File: src/rtl/jtag_host_controller.sv
`default_nettype none
// +----------------------------------------------------------------------------+
// | jtag_host_controller: Wishbone-slave JTAG host shifting 1..32 TMS/TDI bits |
// | Optional: define JTAG_HOST_IRQ_EN to add the irq_o completion interrupt.  |
// | Revision: 1.0                                                              |
// +----------------------------------------------------------------------------+
module jtag_host_controller #(
  parameter logic [7:0] DEFAULT_CLOCK_DIV = 8'd3
) (
  input  logic        wb_clk_i,
  input  logic        wb_rst_i,
  input  logic        wb_cyc_i,
  input  logic        wb_stb_i,
  input  logic        wb_we_i,
  input  logic [3:0]  wb_sel_i,
  input  logic [31:0] wb_data_i,
  input  logic [23:0] wb_adr_i,
  output logic        wb_ack_o,
  output logic        wb_stall_o,
  output logic        wb_error_o,
  output logic [31:0] wb_data_o,
  output logic        jtag_tck,
  output logic        jtag_tms,
  output logic        jtag_tdi,
  input  logic        jtag_tdo
`ifdef JTAG_HOST_IRQ_EN
  ,
  output logic        irq_o
`endif
);

  typedef enum logic [1:0] {
    IDLE = 2'd0,
    LOW  = 2'd1,
    HIGH = 2'd2,
    DONE = 2'd3
  } stateT;

  stateT       r_state, w_nextState;
  logic [7:0]  r_clkDiv, r_shiftDiv, r_phase;
  logic [4:0]  r_len, r_bit;
  logic [31:0] r_tms, r_tdi, r_tdo;
  logic        r_done;
  logic [31:0] w_rdata;
  logic        w_irqEnBit;

  wire       w_req       = wb_cyc_i & wb_stb_i;
  wire [2:0] w_reg       = wb_adr_i[4:2];
  wire       w_busy      = (r_state != IDLE);
  wire       w_err       = (w_reg > 3'd4) || (wb_we_i && ((w_reg == 3'd4) || w_busy));
  wire       w_wr        = w_req & wb_we_i & ~w_err;
  wire       w_ctrlWr    = w_wr && (w_reg == 3'd0);
  wire       w_start     = w_ctrlWr & wb_sel_i[1] & wb_data_i[8];
  wire       w_phaseLast = (r_phase == r_shiftDiv);
  wire       w_lastBit   = (r_bit == r_len);
  wire       w_shiftEnd  = (r_state == HIGH) && w_phaseLast && w_lastBit;
  wire [4:0] w_nextBit   = r_bit + 5'd1;
  wire       w_unused    = &{1'b0, wb_adr_i[23:5], wb_adr_i[1:0]};

  assign wb_stall_o = 1'b0;

  function automatic logic [31:0] mergeBytes(input logic [31:0] oldV, input logic [31:0] newV,
                                             input logic [3:0] sel);
    logic [31:0] res;
    for (int b = 0; b < 4; b++) res[8*b +: 8] = sel[b] ? newV[8*b +: 8] : oldV[8*b +: 8];
    return res;
  endfunction

  always_comb begin
    w_nextState = r_state;
    case (r_state)
      IDLE:    if (w_start) w_nextState = LOW;
      LOW:     if (w_phaseLast) w_nextState = HIGH;
      HIGH:    if (w_phaseLast) w_nextState = w_lastBit ? DONE : LOW;
      default: w_nextState = IDLE;
    endcase
  end

  always_comb begin
    w_rdata = '0;
    case (w_reg)
      3'd0: begin
        w_rdata[0]    = w_busy;
        w_rdata[1]    = r_done;
        w_rdata[12:8] = r_len;
        w_rdata[16]   = w_irqEnBit;
      end
      3'd1:    w_rdata[7:0] = r_clkDiv;
      3'd2:    w_rdata = r_tms;
      3'd3:    w_rdata = r_tdi;
      3'd4:    w_rdata = r_tdo;
      default: w_rdata = '0;
    endcase
  end

  always_ff @(posedge wb_clk_i or negedge wb_rst_i) begin
    if (!wb_rst_i) begin
      r_state    <= IDLE;
      r_clkDiv   <= DEFAULT_CLOCK_DIV;
      r_shiftDiv <= DEFAULT_CLOCK_DIV;
      r_phase    <= '0;
      r_len      <= '0;
      r_bit      <= '0;
      r_tms      <= '0;
      r_tdi      <= '0;
      r_tdo      <= '0;
      r_done     <= 1'b0;
      wb_ack_o   <= 1'b0;
      wb_error_o <= 1'b0;
      wb_data_o  <= '0;
      jtag_tck   <= 1'b0;
      jtag_tms   <= 1'b1;
      jtag_tdi   <= 1'b0;
    end else begin
      r_state    <= w_nextState;
      wb_ack_o   <= w_req & ~w_err;
      wb_error_o <= w_req & w_err;
      if (w_req && !wb_we_i && !w_err) wb_data_o <= w_rdata;

      // Writes only land while idle, so they never race the shift engine below.
      if (w_wr) begin
        case (w_reg)
          3'd0:    if (wb_sel_i[0]) r_len <= wb_data_i[4:0];
          3'd1:    if (wb_sel_i[0]) r_clkDiv <= wb_data_i[7:0];
          3'd2:    r_tms <= mergeBytes(r_tms, wb_data_i, wb_sel_i);
          3'd3:    r_tdi <= mergeBytes(r_tdi, wb_data_i, wb_sel_i);
          default: ;
        endcase
      end

      if (w_start) begin
        r_shiftDiv <= r_clkDiv;
        r_bit      <= '0;
        r_tdo      <= '0;
        r_done     <= 1'b0;
        jtag_tms   <= r_tms[0];
        jtag_tdi   <= r_tdi[0];
      end

      if (w_nextState != r_state) r_phase <= '0;
      else if (w_busy)            r_phase <= r_phase + 8'd1;

      if ((r_state == HIGH) && w_phaseLast) begin
        r_tdo[r_bit] <= jtag_tdo;
        if (!w_lastBit) begin
          r_bit    <= w_nextBit;
          jtag_tms <= r_tms[w_nextBit];
          jtag_tdi <= r_tdi[w_nextBit];
        end
      end

      if (w_shiftEnd) r_done <= 1'b1;
      jtag_tck <= (w_nextState == HIGH);
    end
  end

`ifdef JTAG_HOST_IRQ_EN
  logic r_irqEn;

  always_ff @(posedge wb_clk_i or negedge wb_rst_i) begin
    if (!wb_rst_i) begin
      r_irqEn <= 1'b0;
      irq_o   <= 1'b0;
    end else begin
      if (w_ctrlWr && wb_sel_i[1]) r_irqEn <= wb_data_i[9];
      if (w_shiftEnd && r_irqEn)   irq_o <= 1'b1;
      else if (w_start || (w_ctrlWr && wb_sel_i[0] && wb_data_i[1])) irq_o <= 1'b0;
    end
  end

  assign w_irqEnBit = r_irqEn;
`else
  assign w_irqEnBit = 1'b0;
`endif

endmodule
`default_nettype wire

File: config.mk
export PLATFORM = sky130hd
export DESIGN_NAME = jtag_host_controller
export DESIGN_NICKNAME = d
export VERILOG_FILES = /design/src/rtl/jtag_host_controller.sv
export SDC_FILE = /design/constraint.sdc
export NUM_CORES = 1
export LEC_CHECK = 0
export CAP_MARGIN = 10
export CORE_ASPECT_RATIO = 1.2
export CORE_MARGIN = 5
export CORE_UTILIZATION = 25
export DETAILED_ROUTE_END_ITERATION = 12
export SLEW_MARGIN = 0
export SYNTH_ARGS = -nofsm -noshare
export SYNTH_HDL_FRONTEND = slang
export SYNTH_SLANG_ARGS = --single-unit
export TNS_END_PERCENT = 1
File: constraint.sdc
create_clock -name wb_clk_i -period 3.8 [get_ports wb_clk_i]
set_clock_uncertainty 0.2 [all_clocks]
set_input_delay 0.76 -clock wb_clk_i [delete_from_list [all_inputs] [get_ports wb_clk_i]]
set_output_delay 0.76 -clock wb_clk_i [all_outputs]
set_load 0.01 [all_outputs]
# [Word-level counts from Yosys, hierarchy flattened]
# Cells that the tools add are included.
[word_totals] output_inout_bits=38 in_bits=66 ff_bits=170 elab_cells=105
[classes] n_reduce_logical=26 bitwise_logic=8 mux=33 n_eq_ne=10 n_lt_le_gt_ge=4 addsub=2
[ops] op="two-way mux 32 bit" n=2
[ops] op="case mux 15 bit (3 select lines)" n=1
[ops] op="bitwise mux 32 bit" n=1
[ops] op="AND reduction 3 bit" n=10
[ops] op="case mux 6 bit (4 select lines)" n=1
[ops] op="case mux 5 bit (4 select lines)" n=1
[ops] op="two-way mux 8 bit" n=2
[ops] op="two-way mux 5 bit" n=3
[ops] op="< comparator 5 x 6 -> 1 bit (second input constant)" n=2
[ops] op="two-way mux 1 bit" n=11
[ops] op="binary-select mux 1 bit (select 5 bit)" n=2
[ops] op="case mux 2 bit (5 select lines)" n=1
[ops] op="case mux 3 bit (3 select lines)" n=1
[ops] op="adder 8 x 1 -> 8 bit (second input constant)" n=1
[ops] op="== test 8 bit" n=1
[ops] op="two-way mux 2 bit" n=4
[ops] op="bitwise AND 1 bit" n=7
[ops] op="logical AND 1 bit" n=7
[ops] op="== test 3 x 2 -> 1 bit (second input constant)" n=2
[ops] op="case mux 2 bit (3 select lines)" n=1
[ops] op="nonzero test 2 bit" n=3
[ops] op="adder 5 x 1 -> 5 bit (second input constant)" n=1
[ops] op="demux 1 bit (select 5 bit)" n=1
[ops] op="== test 5 bit" n=1
[ops] op="13 further kinds" n=16

# [Longest topological paths before layout]
# Gate-level depths: netlist of the first run.
[depth] depth_word=13 mapped_depth=10 mapped_depth_nobuf=8

# [Worst setup path after synthesis of the first run]
# Ideal clock, no wire load.
[synth_timing] path_kind="reg-to-reg" from="register r_bit[0]" to="register jtag_tdi" synth_period_minus_slack_ns=2.917 required_ns=3.477 setup_slack_ns=0.883 arrival_ns=2.594 path_stages_with_launch=11 path_cell_list="dfrtp_1 > buf_2 > clkinv_1 > ha_1 > buf_2 > mux4_2 > mux2_2 > nand2_1 > o21ai_0 > mux2i_1 > o21ai_1"
[synth_between] elab_chain_len=5 elab_cells_between_ends=6 classes_between="add/sub (1); eq/ne (1); mux (4)"
[synth_lines] item="start, declared" line="41" text="logic [4:0] r_len, r_bit;"
[synth_lines] item="start signal, assigned" line="146" text="r_bit <= w_nextBit;"
[synth_lines] item="adder 5 x 1 -> 5 bit" line="57" text="wire [4:0] w_nextBit = r_bit + 5'd1;"
[synth_lines] item="binary-select mux 1 bit (select 5 bit)" line="148" text="jtag_tdi <= r_tdi[w_nextBit];"
[synth_lines] item="two-way mux 1 bit (implied by the code)" line="148"
[synth_lines] item="two-way mux 1 bit (*)" line="145" text="if (!w_lastBit) begin"
[synth_lines] item="two-way mux 1 bit (*)" line="143" text="if ((r_state == HIGH) && w_phaseLast) begin"
[synth_lines] item="end signal, assigned" line="137" text="jtag_tdi <= r_tdi[0];"
[synth_lines] item="end signal, assigned" line="148"
[synth_lines] item="end, declared" line="24" text="output logic jtag_tdi,"
# Every way passes the cells marked *; elsewhere a longest branch is shown, timed or not. The select of a mux whose other input is x is not followed.
# A chain may end at the register's enable or synchronous reset.

# [Worst setup path in the final report of the first run]
# Ends and elaborated chain as after synthesis.

==> results of run 1 <==
## stage by stage
step                cells  hold slack (ns)   util
global placement     1284            0.252  0.291
global route         1316            0.217  0.309
CTS                  1316            0.191  0.309
finish               1316            0.167  0.309
floorplan             779            0.238      -
detailed placement   1284            0.252  0.291
## how the worst max path moves through the flow
stage	start	to	slack (ns)	cells after the start
floorplan	r_bit[0]	jtag_tdi	0.88	10
global placement	r_bit[0]	jtag_tdi	0.40	8
detailed placement	r_bit[0]	jtag_tdi	0.30	8
CTS	r_bit[0]	jtag_tdi	0.32	8
global route	r_bit[0]	jtag_tdi	0.03	8
finish	r_bit[0]	jtag_tdi	0.35	8
## cells by family after synthesis
| kind of cell | Yosys count |
|---|---|
| AND/OR/NAND/NOR | 253 |
| flip-flops | 170 |
| AO/OA/AOI/OAI | 152 |
| multiplexers | 120 |
| buffers and inverters | 55 |
| XOR/XNOR | 23 |
| adder cells (fa/ha/maj) | 5 |
| other | 1 |
## layout by cell type (no fill, tap or decap), types with 5 or more instances in the layout
master           count
nor2_1              43
mux4_2              17
nand3_1             42
inv_8                5
xnor2_1             15
mux2_4              16
mux2i_1             19
o211ai_1            32
clkbuf_16           17
nor3_1               5
ha_1                 5
xor2_1               6
dfstp_2              5
a31oi_1              7
a21oi_1             24
buf_4               17
clkdlybuf4s50_1     79
dfrtp_1            165
a22oi_1             27
nand2_1            106
o21ai_0             39
o22ai_1              7
a22o_1               7
and2_1               7
mux2_2              68
nor2b_1              6
## layer usage
metal	up-vias	wire length, um
li1	2945	-
met1	3205	10400
met2	135	12100
met3	25	877
met4	2	358
met5	-	13
## critical path, cell delays in order (launching register included)
cell and delay [ns]:
dfrtp_1 0.61, clkinv_1 0.38, ha_1 0.41, clkinv_1 0.35, mux4_2 0.58, mux2i_1 0.29
o21ai_0 0.13, mux2i_1 0.27, o21ai_1 0.09
## power breakdown
part	leakage, nW	internal, W	switching, W
combinational	2.05	0.000717	0.000855
clock	0.295	0.00102	0.000805
sequential	2.31	0.00201	0.000285
## area by class of cell
cell class	count	area, um2	share of cell area
Sequential cell	170	4260	0.404
Multi-Input combinational cell	554	4100	0.389
Timing Repair Buffer	100	975	0.0925
Tap cell	456	571	0.0541
Clock buffer	18	439	0.0417
Clock inverter	14	181	0.0172
Inverter	4	15.0	0.00142
## flip-flops by register name, indices dropped and copies added (netlist names), 2 cells and up
register    count
r_len           5
wb_data_o      32
r_tdi          32
r_state         2
r_bit           5
r_tdo          32
r_shiftDiv      8
r_tms          32
r_clkDiv        8
r_phase         8
==> reports/metrics.cfg, run 1 <==
[outcome]
run_status = finished, final reports clean

[timing]
slew_headroom = 0.276
max_freq_ghz = 0.290
finalSetupViolCount = 0
rsz0062_at_grt = no
timing_max_transition_violations_final = 0
final_period_minus_worst_setup_slack_ns = 3.45
measured_slew_at_the_worst_slew_check_pin_ns = 1.08
setup_total_negative_slack_ns = 0
worst_setup_slack_final_ns = 0.350
endpoints_failing_hold = 0
period_share = 0.908

[yosys]
post_synth_main_area_contributors = dfrtp_1, mux2_2, nand2_1
synth_compound_gate_area_share = 0.114
post_synth_instance_area_um2 = 8610
yosys_warnings = 0
synth.area.mux_share = 0.183
postSynthAreaPerCell_um2 = 11.1
post_synth_fa_ha_maj_area_fraction = 0.00726
synthDominantAreaCellType = dfrtp_1
synth.yosys.seq_area_share = 0.495
yosys.area_share.xor_xnor = 0.0251
synth_seq_cells = 170
mappedNetlistNets = 850
synth_edf_count = 0
synthSimpleGateAreaFrac = 0.145
synth_commonest_cells = dfrtp_1, nand2_1, mux2_2
synthDominantCellAreaShare = 0.479
ys.flop_type = dfrtp_1
postSynthCellCount = 779
netlist-cell-type-count = 56
async_flop_share = 1.00
synth_top_family_by_area = multiplexers
synth_most_common_cell = dfrtp_1

[layout]
layout-drive-gt1-share = 0.214
filler_cell_count = 3496
fin_nets = 918
antenna_cells = 0
syn2layout_area_growth_pct = 22.4
postLayoutCellArea_um2 = 10500

[floorplanning]
num_io_pins = 104
die_area_um2 = 38300
floorplan_core_area_um2 = 34100
starting_density_of_the_core = 0.253
placement_rows = 74
floorplan.die.height_um = 213
die_width_um = 179

[worst_setup_path]
worst-r2r-setup-slack_ns = 0.35
r2r.worst_path.cells = 8
critPathKind = reg2reg
worstReg2RegEnd = jtag_tdi
startpoint_type = flop
worstReg2RegStart = r_bit[0]
timing.critical_path.arrival_ns = 3.54
crit_path_end_kind = flop
required_ns = 3.89
timing.critical_path.fanout_max = 9

[clock_tree]
cts_repair_resize_count = 0
ctsLongestPathBuffers = 2
worst_skew_pair.late_latency_ns = 0.42
cts_buffers = 17
ctsRootBufferMaster = clkbuf_16
tritoncts_clock_tree = done
cts_hold_repair.buffers = 0
cts_setup_buffers = 0
clkSlewWorstSetupHoldPaths_ns = 0.07
cts_sinks = 170
htree_num_levels = 4

[route]
ant_nets = 0
drt_pass1_iterations = 5
drt-vias-per-instance = 4.80
first_iter_violations = 415
detail_route.wirelength_um = 23700
drc = 0
vias = 6312
average_wire_length_per_cell_after_detail_routing_um = 18.0

[global_routing]
grt_first_pass_wirelength_um = 37700
grt.busiest_layer = met2
grtUsageMet3 = 0.0261
grt_remaining_overflow = 0
globalRouteMet1Util = 0.158
grt_max_degree = 75
grt_usage = 0.124
grt_pass1_vias = 6443
grt_antenna_before_repair = 1
grt.met2_usage = 0.216

[placement]
place_ws_ns = 0.300
dpl_cell_area_um2 = 9920
dpl_wire_length_um = 17400
buffer_ports.inserted = 81
gp_congestion = 0.804

[pwr]
worst_ir_drop_vdd_v = 0.000360
total_leakage_power_nw = 4.66
cellPowerDensity_nw_per_um2 = 540
total_power_w = 0.00569

[worst_hold_path]
min_path_type = in2async

[job]
cap_viol_max_count = 0

Power figures use the tool's default switching activity.
==> run 2, diff against run 1 <==
--- a/config.mk
+++ b/config.mk
@@ -10,6 +10,7 @@
 export CORE_MARGIN = 5
 export CORE_UTILIZATION = 25
 export DETAILED_ROUTE_END_ITERATION = 12
+export GPL_ROUTABILITY_DRIVEN = 0
 export SLEW_MARGIN = 0
 export SYNTH_ARGS = -nofsm -noshare
 export SYNTH_HDL_FRONTEND = slang
==> results of run 2 <==
Same layout as run 1: the final DEF is identical, and so are final timing and power.
==> run 3, diff against run 2 <==
--- a/config.mk
+++ b/config.mk
@@ -6,11 +6,12 @@
 export NUM_CORES = 1
 export LEC_CHECK = 0
 export CAP_MARGIN = 10
-export CORE_ASPECT_RATIO = 1.2
+export CORE_ASPECT_RATIO = 1.25
 export CORE_MARGIN = 5
 export CORE_UTILIZATION = 25
 export DETAILED_ROUTE_END_ITERATION = 12
 export GPL_ROUTABILITY_DRIVEN = 0
+export MAX_ROUTING_LAYER = met4
 export SLEW_MARGIN = 0
 export SYNTH_ARGS = -nofsm -noshare
 export SYNTH_HDL_FRONTEND = slang
==> run 3 against run 2 <==
Net effect: total power decreased by 2.2%; critical path depth did not move; non-clock buffer count grew 1; combinational power is 4% higher; utilization down 0.42 points; global-route usage increased by 0.75 points; sequential share of layout area up 0.36 points; maximum frequency grew 1.4%; clock-buffer cell count grew 2; die area about the same; cell count fell by 2.0%; critical path type unchanged; highest routed layer is now met4.
==> reports/metrics.cfg, run 3 (synthesis results as in run 1) <==
[timing]
period_share = 0.896  ; -0.0122
max_freq_ghz = 0.294  ; +1.4%
final_period_minus_worst_setup_slack_ns = 3.40  ; -0.0464 ns
timing_max_transition_violations_final = 0  ; unchanged
measured_slew_at_the_worst_slew_check_pin_ns = 1.12  ; +0.0342 ns
setup_total_negative_slack_ns = 0  ; unchanged
endpoints_failing_hold = 0  ; unchanged
finalSetupViolCount = 0  ; unchanged
rsz0062_at_grt = no
slew_headroom = 0.253  ; -0.0229

[clock_tree]
cts_buffers = 17  ; unchanged
cts_setup_buffers = 0  ; unchanged
htree_num_levels = 4  ; unchanged
clkSlewWorstSetupHoldPaths_ns = 0.07  ; about the same
tritoncts_clock_tree = done
cts_repair_resize_count = 0  ; unchanged
cts_sinks = 170  ; unchanged
ctsRootBufferMaster = clkbuf_16
worst_skew_pair.late_latency_ns = 0.42  ; about the same
ctsLongestPathBuffers = 2  ; unchanged
cts_hold_repair.buffers = 0  ; unchanged

[worst_setup_path]
worst-r2r-setup-slack_ns = 0.40  ; +0.05 ns
crit_path_end_kind = flop
timing.critical_path.arrival_ns = 3.49  ; -0.05 ns
critical-path-top-delay-family = multiplexers
worstReg2RegStart = r_bit[0]
critical_path_depth = 8  ; unchanged
timing.critical_path.fanout_max = 7  ; -2
cells_along_the_critical_path = clkinv_1, ha_1, clkinv_1, mux4_2, mux2i_1, o21ai_0, mux2i_1, o21ai_1
worstReg2RegEnd = jtag_tdi
worst_path_slowest_cell = ha_1
max_stage_delay_ns = 0.63  ; +0.02 ns
required_ns = 3.89  ; about the same
startpoint_type = flop
crit_end = jtag_tdi
r2r.worst_path.cells = 8  ; unchanged
timing.critical_path.buf_inv = 2  ; unchanged
setup.worst_path.start = r_bit[0]
critPathKind = reg2reg

[global_routing]
grt_antenna_before_repair = 0  ; -1
grt_pass1_vias = 6533  ; +1.4%
grt_usage = 0.131  ; +0.00750
grt_first_pass_wirelength_um = 38400  ; +2.0%
grt_max_degree = 63  ; -16%
grt_remaining_overflow = 0  ; unchanged

[layout]
antenna_cells = 0  ; unchanged
syn2layout_area_growth_pct = 21.3
postLayoutCellArea_um2 = 10400  ; -0.89%
layout.cells.most_common_list = dfrtp_1, nand2_1, clkdlybuf4s50_1
layout-drive-gt1-share = 0.214  ; -0.000248
leading_cell_type_in_the_layout_fill_and_taps_excluded = dfrtp_1
fin_nets = 919  ; +0.11%

[route]
first_iter_violations = 473  ; +14%
drt-vias-per-instance = 4.89  ; +2.0%
drt_pass1_iterations = 5  ; unchanged
drc = 0  ; unchanged
ant_nets = 0  ; unchanged
detail_route.wirelength_um = 24000  ; +1.1%
average_wire_length_per_cell_after_detail_routing_um = 18.6  ; +3.2%
vias = 6310  ; -0.032%

[floorplanning]
die_width_um = 176  ; -1.9%
starting_density_of_the_core = 0.252  ; -0.00118
num_io_pins = 104  ; unchanged
floorplan.die.height_um = 218  ; +2.0%
placement_rows = 76  ; +2.7%
floorplan_core_area_um2 = 34200  ; +0.47%
die_area_um2 = 38300  ; about the same

[outcome]
run_status = finished, final reports clean

[worst_hold_path]
min_path_type = in2async

[placement]
dpl_wire_length_um = 17500  ; +0.69%
buffer_ports.inserted = 81  ; unchanged
dpl_cell_area_um2 = 9880  ; -0.39%

[pwr]
total_leakage_power_nw = 4.64  ; -0.45%
worst_ir_drop_vdd_v = 0.000348  ; -3.4%
cellPowerDensity_nw_per_um2 = 533  ; -1.3%
total_power_w = 0.00557  ; -2.2%

[job]
cap_viol_max_count = 0  ; unchanged

[run 3: worst min path at each step]
stage               depth (start not counted)  slack (ns)            end          start
finish                                      1        0.12  r_shiftDiv[5]       wb_rst_i
global route                                1        0.16  r_shiftDiv[5]       wb_rst_i
CTS                                         1        0.14  r_shiftDiv[5]       wb_rst_i
detailed placement                          2        0.26  r_shiftDiv[1]  r_shiftDiv[1]
global placement                            2        0.25  r_shiftDiv[1]    r_clkDiv[1]
floorplan                                   2        0.24  r_shiftDiv[0]    r_clkDiv[0]
[run 3: final cells by class]
class                           instances  area [um2]
Clock buffer                           20         457
Clock inverter                         12         109
Fill cell                            3498       23800
Inverter                                4        15.0
Multi-Input combinational cell        554        4100
Sequential cell                       170        4260
Tap cell                              429         537
Timing Repair Buffer                  101         970
[run 3: where the power goes]
part | internal [W] | switching, W | total [W]
registers | 0.00201 | 0.000245 | 0.00226
clock network | 0.000893 | 0.000775 | 0.00167
logic | 0.000732 | 0.000909 | 0.00164
[run 3: stage by stage]
stage                     cells  utilization  hold slack, ns  setup slack (ns)
final                      1290        0.305           0.120             0.396
after global routing       1290        0.305           0.161             0.249
after floorplan             779            -           0.238             0.883
after global placement     1258        0.289           0.251             0.413
after CTS                  1290        0.305           0.139             0.420
after detailed placement   1258        0.289           0.258             0.397
[run 3: routing by layer]
metal	track usage	part of all wire	vias to the layer above
met5	-	0	-
met4	0.0320	0.014	0
met3	0.0222	0.037	16
met2	0.221	0.51	148
met1	0.165	0.43	3199
li1	-	-	2947
==> patch: new RTL, config.mk and constraints of run 1 <==
Build with the macro `JTAG_HOST_IRQ_EN` defined.
--- a/src/rtl/jtag_host_controller.sv
+++ b/src/rtl/jtag_host_controller.sv
@@ -6,2 +6,4 @@
 // +----------------------------------------------------------------------------+
+`define JTAG_HOST_IRQ_EN
+
 module jtag_host_controller #(
Behaviour (old outputs only; new: irq_o): not the same (Yosys sat finds a counterexample within 4 cycles, from zero or initial values and one cycle with wb_rst_i low).
==> patch against run 1 <==
Synthesized area is 0.44% lower. Count of clock-buffer cells in the layout up 3. Design area fell by 0.11%. Final cell count up 1.7%. Maximum frequency rose by 19%. Utilization rose by 0.051 points. Setup slack better by 0.55 ns. Routed wire length is 1.5% higher. Total power up 9.7%. Sequential cell count rose by 2. Synthesized cell count grew 2.4%. First-iteration DRC count rose by 25%. Global-route usage rose by 0.35 points.
==> patch: results (changes against run 1) <==
| Metric | This run | Unit | Change |
|---|---|---|---|
| Number of global-route vias before repair | 6402 | - | -0.64% |
| Share of the yosys chip area belonging to registers | 0.503 | - | +0.00800 |
| Fraction of layout instances using a drive strength above 1 | 0.204 | - | -0.0101 |
| Global-route wire length before repair | 37.3 | mm | -0.93% |
| Number of port buffers | 82 | - | +1.2% |
| Cell leakage power | 4.69 | nW | +0.55% |
| Critical setup path kind | reg -> reg | - |  |
| WL per Instance | 18.0 | um | -0.26% |
| Gpl congestion | 0.793 | - | -1.4% |
| Maximum number of pins on one net before global-route repair | 94 | - | +25% |
| Worst path arrival time | 2.99 | ns | -0.55 ns |
| Switching power share of the total | 0.337 | - | -0.00450 |
| Cell types with the highest counts after synthesis | 167 x dfrtp_1, 90 x mux2_2, 75 x nor2_1 | - |  |
| Via count normalized by instance count | 4.81 | - | +0.23% |
| Worst-path cell with the longest stage delay | mux4_2 | - |  |
| Clock-pin slew on the worst setup and hold paths | 0.07 | ns | about the same |
| Global Route Usage Sum | 0.127 | - | +0.00354 |
| Worst ir drop on vdd | 0.500 | mV | +39% |
| Transition time at the pin with the least slew margin | 1.02 | ns | -0.0676 ns |
| Cells on worst reg2reg path | 9 | - | +1 |
| Result of the run | finished clean | - |  |
| Number of different library cells in the post-synthesis netlist | 48 | - | -14% |
| Gate power share | 0.313 | - | +0.037 |
| Post-Synthesis Net Count | 869 | - | +2.2% |
| Final net count | 941 | - | +2.5% |
| Register-to-register setup slack | 0.90 | ns | +0.55 ns |
| Post CTS Setup Buffer Count | 0 | - | unchanged |
| Longest individual stage delay on the worst path | 0.51 | ns | -0.10 ns |
| Clock insertion delay at the later pin of the skew report | 0.44 | ns | +0.02 ns |
| Placed wire-length estimate | 17.4 | mm | +0.15% |
| Number of antenna violations at the first check in global routing | 1 | - | unchanged |
| Drt first-iter violations | 518 | - | +25% |
| Area contributors post-synth | dfrtp_1 49%, mux2_2 12%, mux4_2 4.5% | - |  |
| Peak fanout along the critical path | 8 | - | -1 |
-- patch: worst max-delay path by stage --
stage / cells after the start / end
global route: 9 / jtag_tdi
global placement: 6 / r_tdi[10]
CTS: 9 / jtag_tdi
detailed placement: 6 / r_tdi[10]
finish: 9 / jtag_tdi
floorplan: 9 / jtag_tdi
-- patch: layer usage --
| metal | routed length (um) | up-vias | part of all wire | global-route usage |
|---|---|---|---|---|
| li1 | - | 3022 | - | - |
| met1 | 10300 | 3209 | 0.43 | 0.165 |
| met2 | 12100 | 177 | 0.50 | 0.214 |
| met3 | 1290 | 27 | 0.053 | 0.0282 |
| met4 | 402 | 2 | 0.017 | 0.0349 |
| met5 | 11 | - | 0.00046 | 0 |
-- patch: area by class of cell --
cell class              instances  area [um^2]
fillers                      3513        23500
flip-flops and latches        172         4310
multi-input cells             561         4000
repair buffers                106         1010
well taps                     456          571
clock buffers                  21          460
clock inverters                11          131
inverters                      12         45.0
-- patch: cells by family (layout without fill, tap and decap cells) --
group / Yosys count / count (layout) / synth area share
muxes: 122 / 122 / 0.180
other: 1 / 1 / 0.000437
and+or+nand+nor: 252 / 252 / 0.141
adders and majority gates: 5 / 5 / 0.00730
xor gates and xnor gates: 18 / 18 / 0.0184
DFF: 172 / 172 / 0.503
AOI/OAI and AO/OA: 163 / 163 / 0.118
buffers and inverters: 65 / 150 / 0.0321
-- patch: stage by stage --
step           setup slack [ns]  area, um^2  hold WS (ns)  std cells  total power, mW
3_5_place_dp              0.461        9940         0.255       1307             4.50
3_3_place_gp              0.468        9940         0.254       1307             4.47
2_1_floorplan             0.923        8580         0.241        798             3.75
5_1_grt                   0.783       10500        0.0911       1339             6.58
6_report                  0.897       10500        0.0769       1339             6.24
4_1_cts                   0.882       10500        0.0845       1339             6.29
